[config.mk]
export PLATFORM = sky130hd
export DESIGN_NAME = fifo_unpack_tx_flat
export DESIGN_NICKNAME = d
export VERILOG_FILES = /design/src/rtl/fifo_unpack_tx_if.sv /design/src/rtl/fifo_unpack_tx.sv /design/src/flat_wrapper.sv
export SDC_FILE = /design/constraint.sdc
export NUM_CORES = 2
export LEC_CHECK = 0
export CAP_MARGIN = 20
export CORE_MARGIN = 8
export CORE_UTILIZATION = 40
export CTS_CLUSTER_DIAMETER = 50
export DETAILED_ROUTE_END_ITERATION = 12
export PLACE_DENSITY = 0.66
export SLEW_MARGIN = 40
export SYNTH_ARGS = -nofsm -noshare
export SYNTH_HDL_FRONTEND = slang
export SYNTH_SLANG_ARGS = --single-unit
[constraint.sdc]
create_clock -name clk_100MHz -period 19.9 [get_ports clk_100MHz]
set_input_delay 2.985 -clock clk_100MHz [delete_from_list [all_inputs] [get_ports clk_100MHz]]
set_output_delay 2.985 -clock clk_100MHz [all_outputs]
set_load 0.1 [all_outputs]
[src/rtl/fifo_unpack_tx_if.sv]
// fifo_unpack_tx_if: block-load and uart_tx byte handshake bundle for fifo_unpack_tx
//   load/block_in/len_in : block request from cipher/display logic
//   tx_done_tick         : uart_tx finished current byte
//   tx_start/tx_data     : byte start pulse and byte to uart_tx
//   busy/done            : block in progress / block finished pulse
interface fifo_unpack_tx_if #(
  parameter int DATA_SIZE      = 8,
  parameter int ADDR_SPACE_EXP = 6
);
  logic                                 load;
  logic [DATA_SIZE*2**ADDR_SPACE_EXP-1:0] block_in;
  logic [ADDR_SPACE_EXP:0]              len_in;
  logic                                 tx_done_tick;
  logic                                 tx_start;
  logic [DATA_SIZE-1:0]                 tx_data;
  logic                                 busy;
  logic                                 done;
  modport slave (
    input  load, block_in, len_in, tx_done_tick,
    output tx_start, tx_data, busy, done
  );
  modport master (
    output load, block_in, len_in, tx_done_tick,
    input  tx_start, tx_data, busy, done
  );
endinterface

[src/rtl/fifo_unpack_tx.sv]
// fifo_unpack_tx: unpacks a flat char block and feeds it MSB-char first to uart_tx
//   clk_100MHz : clock
//   reset      : async active-high reset
//   bus        : fifo_unpack_tx_if slave (load/block_in/len_in/tx_done_tick in,
//                tx_start/tx_data/busy/done out)
module fifo_unpack_tx #(
  parameter int DATA_SIZE      = 8,
  parameter int ADDR_SPACE_EXP = 6
) (
  input logic               clk_100MHz,
  input logic               reset,
  fifo_unpack_tx_if.slave   bus
);
  localparam int W  = DATA_SIZE * 2**ADDR_SPACE_EXP;
  localparam int CW = ADDR_SPACE_EXP + 1;
  localparam logic [CW-1:0] MAX_LEN = CW'(2**ADDR_SPACE_EXP);
  typedef enum logic [1:0] {IDLE, SEND, WAIT, FINISH} state_t;
  state_t        r_state, w_next;
  logic [W-1:0]  r_shift;
  logic [CW-1:0] r_count;
  logic [CW-1:0] w_len;
  assign w_len = (bus.len_in > MAX_LEN) ? MAX_LEN : bus.len_in;
  always_ff @(posedge clk_100MHz or posedge reset) begin
    if (reset) begin
      r_state <= IDLE;
      r_shift <= '0;
      r_count <= '0;
    end else begin
      r_state <= w_next;
      if (r_state == IDLE && bus.load) begin
        r_shift <= bus.block_in;
        r_count <= w_len;
      end else if (r_state == WAIT && bus.tx_done_tick) begin
        r_shift <= r_shift << DATA_SIZE;
        r_count <= r_count - CW'(1);
      end
    end
  end
  always_comb begin
    w_next = r_state;
    case (r_state)
      IDLE:    w_next = bus.load ? ((w_len != '0) ? SEND : FINISH) : IDLE;
      SEND:    w_next = WAIT;
      WAIT:    w_next = bus.tx_done_tick ? ((r_count == CW'(1)) ? FINISH : SEND) : WAIT;
      default: w_next = IDLE;
    endcase
  end
  assign bus.tx_start = (r_state == SEND);
  assign bus.busy     = (r_state != IDLE);
  assign bus.done     = (r_state == FINISH);
  assign bus.tx_data  = r_shift[W-1 -: DATA_SIZE];
endmodule

[src/flat_wrapper.sv]
// flat-port wrapper written by rule: the top's interface ports become plain ports
module fifo_unpack_tx_flat 
#(
  parameter int DATA_SIZE      = 8,
  parameter int ADDR_SPACE_EXP = 6
)
  (clk_100MHz, reset, bus_load, bus_block_in, bus_len_in, bus_tx_done_tick, bus_tx_start, bus_tx_data, bus_busy, bus_done);
  fifo_unpack_tx_if #(.DATA_SIZE(DATA_SIZE), .ADDR_SPACE_EXP(ADDR_SPACE_EXP)) bus_i ();
  input logic clk_100MHz;
  input logic reset;
  input wire logic [$bits(bus_i.load)-1:0] bus_load;
  input wire logic [$bits(bus_i.block_in)-1:0] bus_block_in;
  input wire logic [$bits(bus_i.len_in)-1:0] bus_len_in;
  input wire logic [$bits(bus_i.tx_done_tick)-1:0] bus_tx_done_tick;
  output wire logic [$bits(bus_i.tx_start)-1:0] bus_tx_start;
  output wire logic [$bits(bus_i.tx_data)-1:0] bus_tx_data;
  output wire logic [$bits(bus_i.busy)-1:0] bus_busy;
  output wire logic [$bits(bus_i.done)-1:0] bus_done;
  assign bus_i.load = bus_load;
  assign bus_i.block_in = bus_block_in;
  assign bus_i.len_in = bus_len_in;
  assign bus_i.tx_done_tick = bus_tx_done_tick;
  assign bus_tx_start = bus_i.tx_start;
  assign bus_tx_data = bus_i.tx_data;
  assign bus_busy = bus_i.busy;
  assign bus_done = bus_i.done;
  fifo_unpack_tx #(.DATA_SIZE(DATA_SIZE), .ADDR_SPACE_EXP(ADDR_SPACE_EXP)) u_core (.clk_100MHz(clk_100MHz), .reset(reset), .bus(bus_i));
endmodule
==> flow_metrics.py <==
metrics = {
    "worst_setup_path": {
        "critPathKind": "in -> reg",
        "cp_cell_sequence": "clkdlybuf4s50_1 > and3b_1 > nor2_4 > inv_12 > buf_6 > buf_6 > buf_6 > nor2_1 > a31oi_1",
        "crit_top_cell": "buf_6",
        "crit_slowest_cell": "buf_6",
        "crit_buf_inv": 5,
        "r2r-end": "u_core.r_shift[480]",
        "cp_num_cells": 9,
        "endpoint_kind": "flip-flop",
        "r2r_slack_ns": 15.80,
        "path_delay_family": "buffers and inverters",
        "worstPathRequired_ns": 20.41,
        "critPathCapture": "u_core.r_shift[480]",
        "critPathMaxStageDelay_ns": 0.64,
        "critPathMaxFanout": 207,
        "crit_path_start": "bus_tx_done_tick",
        "timing.rr.start": "u_core.r_state[0]",
        "r2r_cells": 8,
        "critPathArrivalTime_ns": 6.94,
        "cp-start-kind": "input pin",
    },
    "synthesis": {
        "post_synth_num_cell_types": 33,
        "synthCells": 2834,
        "ys_warn_count": 0,
        "synth_area_um2": 23600,
        "syn-num-nets": 3359,
        "avgSynthCellArea_um2": 8.31,
        "ys_ff_latch": 521,
        "yosysSeqAreaShare_pct": 55.3,
    },
    "final_layout": {
        "final_layout_size_suffix_gt1_share_pct": 4.56,
        "syn_to_final_growth_pct": 31.7,
        "postLayoutCoreUtil_pct": 52.9,
        "layout.cells.most_common": "nand2_1",
        "layout_common_cells": "nand2_1 (1,012), clkdlybuf4s50_1 (522), dfrtp_1 (521)",
        "fin_nets": 3745,
    },
    "pwr": {
        "p_leak_nw": 13.2,
        "vdd_drop_max_mv": 0.132,
        "power_per_cell_area_nw_per_um2": 159,
    },
    "clocking": {
        "worstSkewPairLatency_ns": 0.61,
        "cts_tree": "built",
        "cts_max_level": 2,
        "hold_buffers": 0,
        "cts_resized": 0,
        "cts_buffer_depth": 3,
        "path_clk_slew_ns": 0.06,
        "clkSinkCount": 521,
        "cts_buffers": 61,
        "post_cts_buffers": 0,
        "root_buffer": "clkbuf_16",
    },
    "timing": {
        "setup_viol": 0,
        "rsz0062_at_grt": "no",
        "finalCriticalPeriod_ns": 6.43,
        "fin_crit_sh_pct": 32.3,
        "worst_pin_slew_ns": 0.820,
        "max-slew-margin-rel_pct": 45.3,
        "clock_skew_ns": 0.0246,
        "fmax_mhz": 155,
        "finalHoldViolations": 0,
        "maxSlewViolCount": 0,
        "finalSetupTns_ns": 0,
    },
    "floorplan": {
        "die_y_um": 259,
        "core-area_um2": 58600,
        "num_rows": 89,
        "die_area_um2": 66900,
        "start_util_pct": 40.2,
        "fp.dieW_um": 259,
        "pin_count": 534,
    },
    "route": {
        "wl_met1_um": 30900,
        "wl_met2_um": 35400,
        "drc": 0,
        "wl_per_cell_um": 18.1,
        "vias_per_cell": 5.26,
        "num_vias": 21300,
        "routed_wirelength_um": 73600,
        "drt_iter0_drc": 1867,
        "drtAntennaViolNets": 0,
        "topRoutingLayerUsed": "met5",
        "routed-wl-met3_um": 5130,
        "drtPass1Iterations": 7,
    },
    "placement": {
        "hpwl_um": 52200,
        "place_congestion": 0.838,
        "numPortBuffers": 533,
    },
    "global_route": {
        "grt_pass1_wl_um": 114000,
        "grtUsageTotal_pct": 21.0,
        "grt_pass1_vias": 20800,
        "grt_max_degree": 208,
        "overflow": 0,
        "antenna_found_initial": 19,
    },
    "min_path": {
        "holdCritPathClass": "reg -> reg",
    },
    "job": {
        "cap_violations": 0,
    },
    "run_status": {
        "status": "completed",
    },
}
flip-flops by register name, indices dropped and copies added (netlist names):
name            count
u_core.r_count      7
u_core.r_shift    512
u_core.r_state      2
how the worst min path moves through the flow:
stage,end,startpoint,cells after the start
floorplan,u_core.r_shift[0],u_core.r_shift[0],1
global placement,u_core.r_shift[7],u_core.r_shift[7],1
finish,u_core.r_shift[6],u_core.r_shift[6],1
CTS,u_core.r_shift[6],u_core.r_shift[6],1
global route,u_core.r_shift[1],u_core.r_shift[1],1
detailed placement,u_core.r_shift[1],u_core.r_shift[1],1
area by class of cell:
type	instances	area [um^2]
Clock buffer	79	1680
Tap cell	773	967
Fill cell	5501	27600
Clock inverter	35	422
Antenna cell	12	30.0
Timing Repair Buffer	560	5620
Inverter	5	43.8
Sequential cell	521	13000
Multi-Input combinational cell	2071	9210
kinds of logic (layout without fill, tap and decap cells):
family | after synthesis | in the layout | share of synthesized area (%)
compound gates | 529 | 529 | 14.1
simple gates | 1536 | 1536 | 24.7
buf+inv | 242 | 679 | 5.57
xor+xnor | 3 | 3 | 0.112
flops | 521 | 521 | 55.3
fa+ha+maj | 2 | 2 | 0.106
other cells | 0 | 12 | 0
mux | 1 | 1 | 0.0425
metal layers:
layer	GRT usage [%]	vias up
met1	27.3	10300
met4	7.80	14
li1	-	10200
met5	0	-
met3	5.03	118
met2	34.1	682
metrics by stage:
| step | total power, W | hold WS [ns] | cell area [um^2] | setup slack (ns) | instances |
|---|---|---|---|---|---|
| 6_report | 0.00492 | 0.505 | 31000 | 13.47 | 4056 |
| 2_1_floorplan | 0.00337 | 0.466 | 23600 | 2.36 | 2834 |
| 5_1_grt | 0.00531 | 0.528 | 31000 | 13.12 | 4056 |
| 4_1_cts | 0.00495 | 0.504 | 30900 | 13.43 | 4042 |
| 3_3_place_gp | 0.00371 | 0.484 | 28800 | 12.11 | 3926 |
| 3_5_place_dp | 0.00378 | 0.482 | 28800 | 12.79 | 3928 |
Yosys cell counts, drive strengths merged:
library cell / count / area [um^2]
nor2b: 1 / 6.26
and3b: 1 / 8.76
a31oi: 505 / 3160
a311oi: 3 / 26.3
or2: 1 / 6.26
a21o: 1 / 7.51
inv: 5 / 18.8
nor3: 3 / 15.0
a41o: 1 / 10.0
xor2: 2 / 17.5
nor4: 1 / 6.26
xnor2: 1 / 8.76
nor3b: 2 / 15.0
clkbuf: 72 / 270
nor2: 508 / 1910
a211oi: 1 / 7.51
nand3: 4 / 20.0
and2: 1 / 6.26
mux2i: 1 / 10.0
or3b: 1 / 8.76
nand4b: 1 / 8.76
ha: 2 / 25.0
a21oi: 6 / 30.0
buf: 165 / 1020
nand2: 1012 / 3800
dfrtp: 521 / 13000
o21ai: 4 / 20.0
a22o: 8 / 70.1
report_power, final:
part	internal, W	switching (W)
clock network	0.000693	0.000461
logic	0.000691	0.00120
registers	0.00158	0.000293
Note: power is estimated with default switching activity, not from simulation.
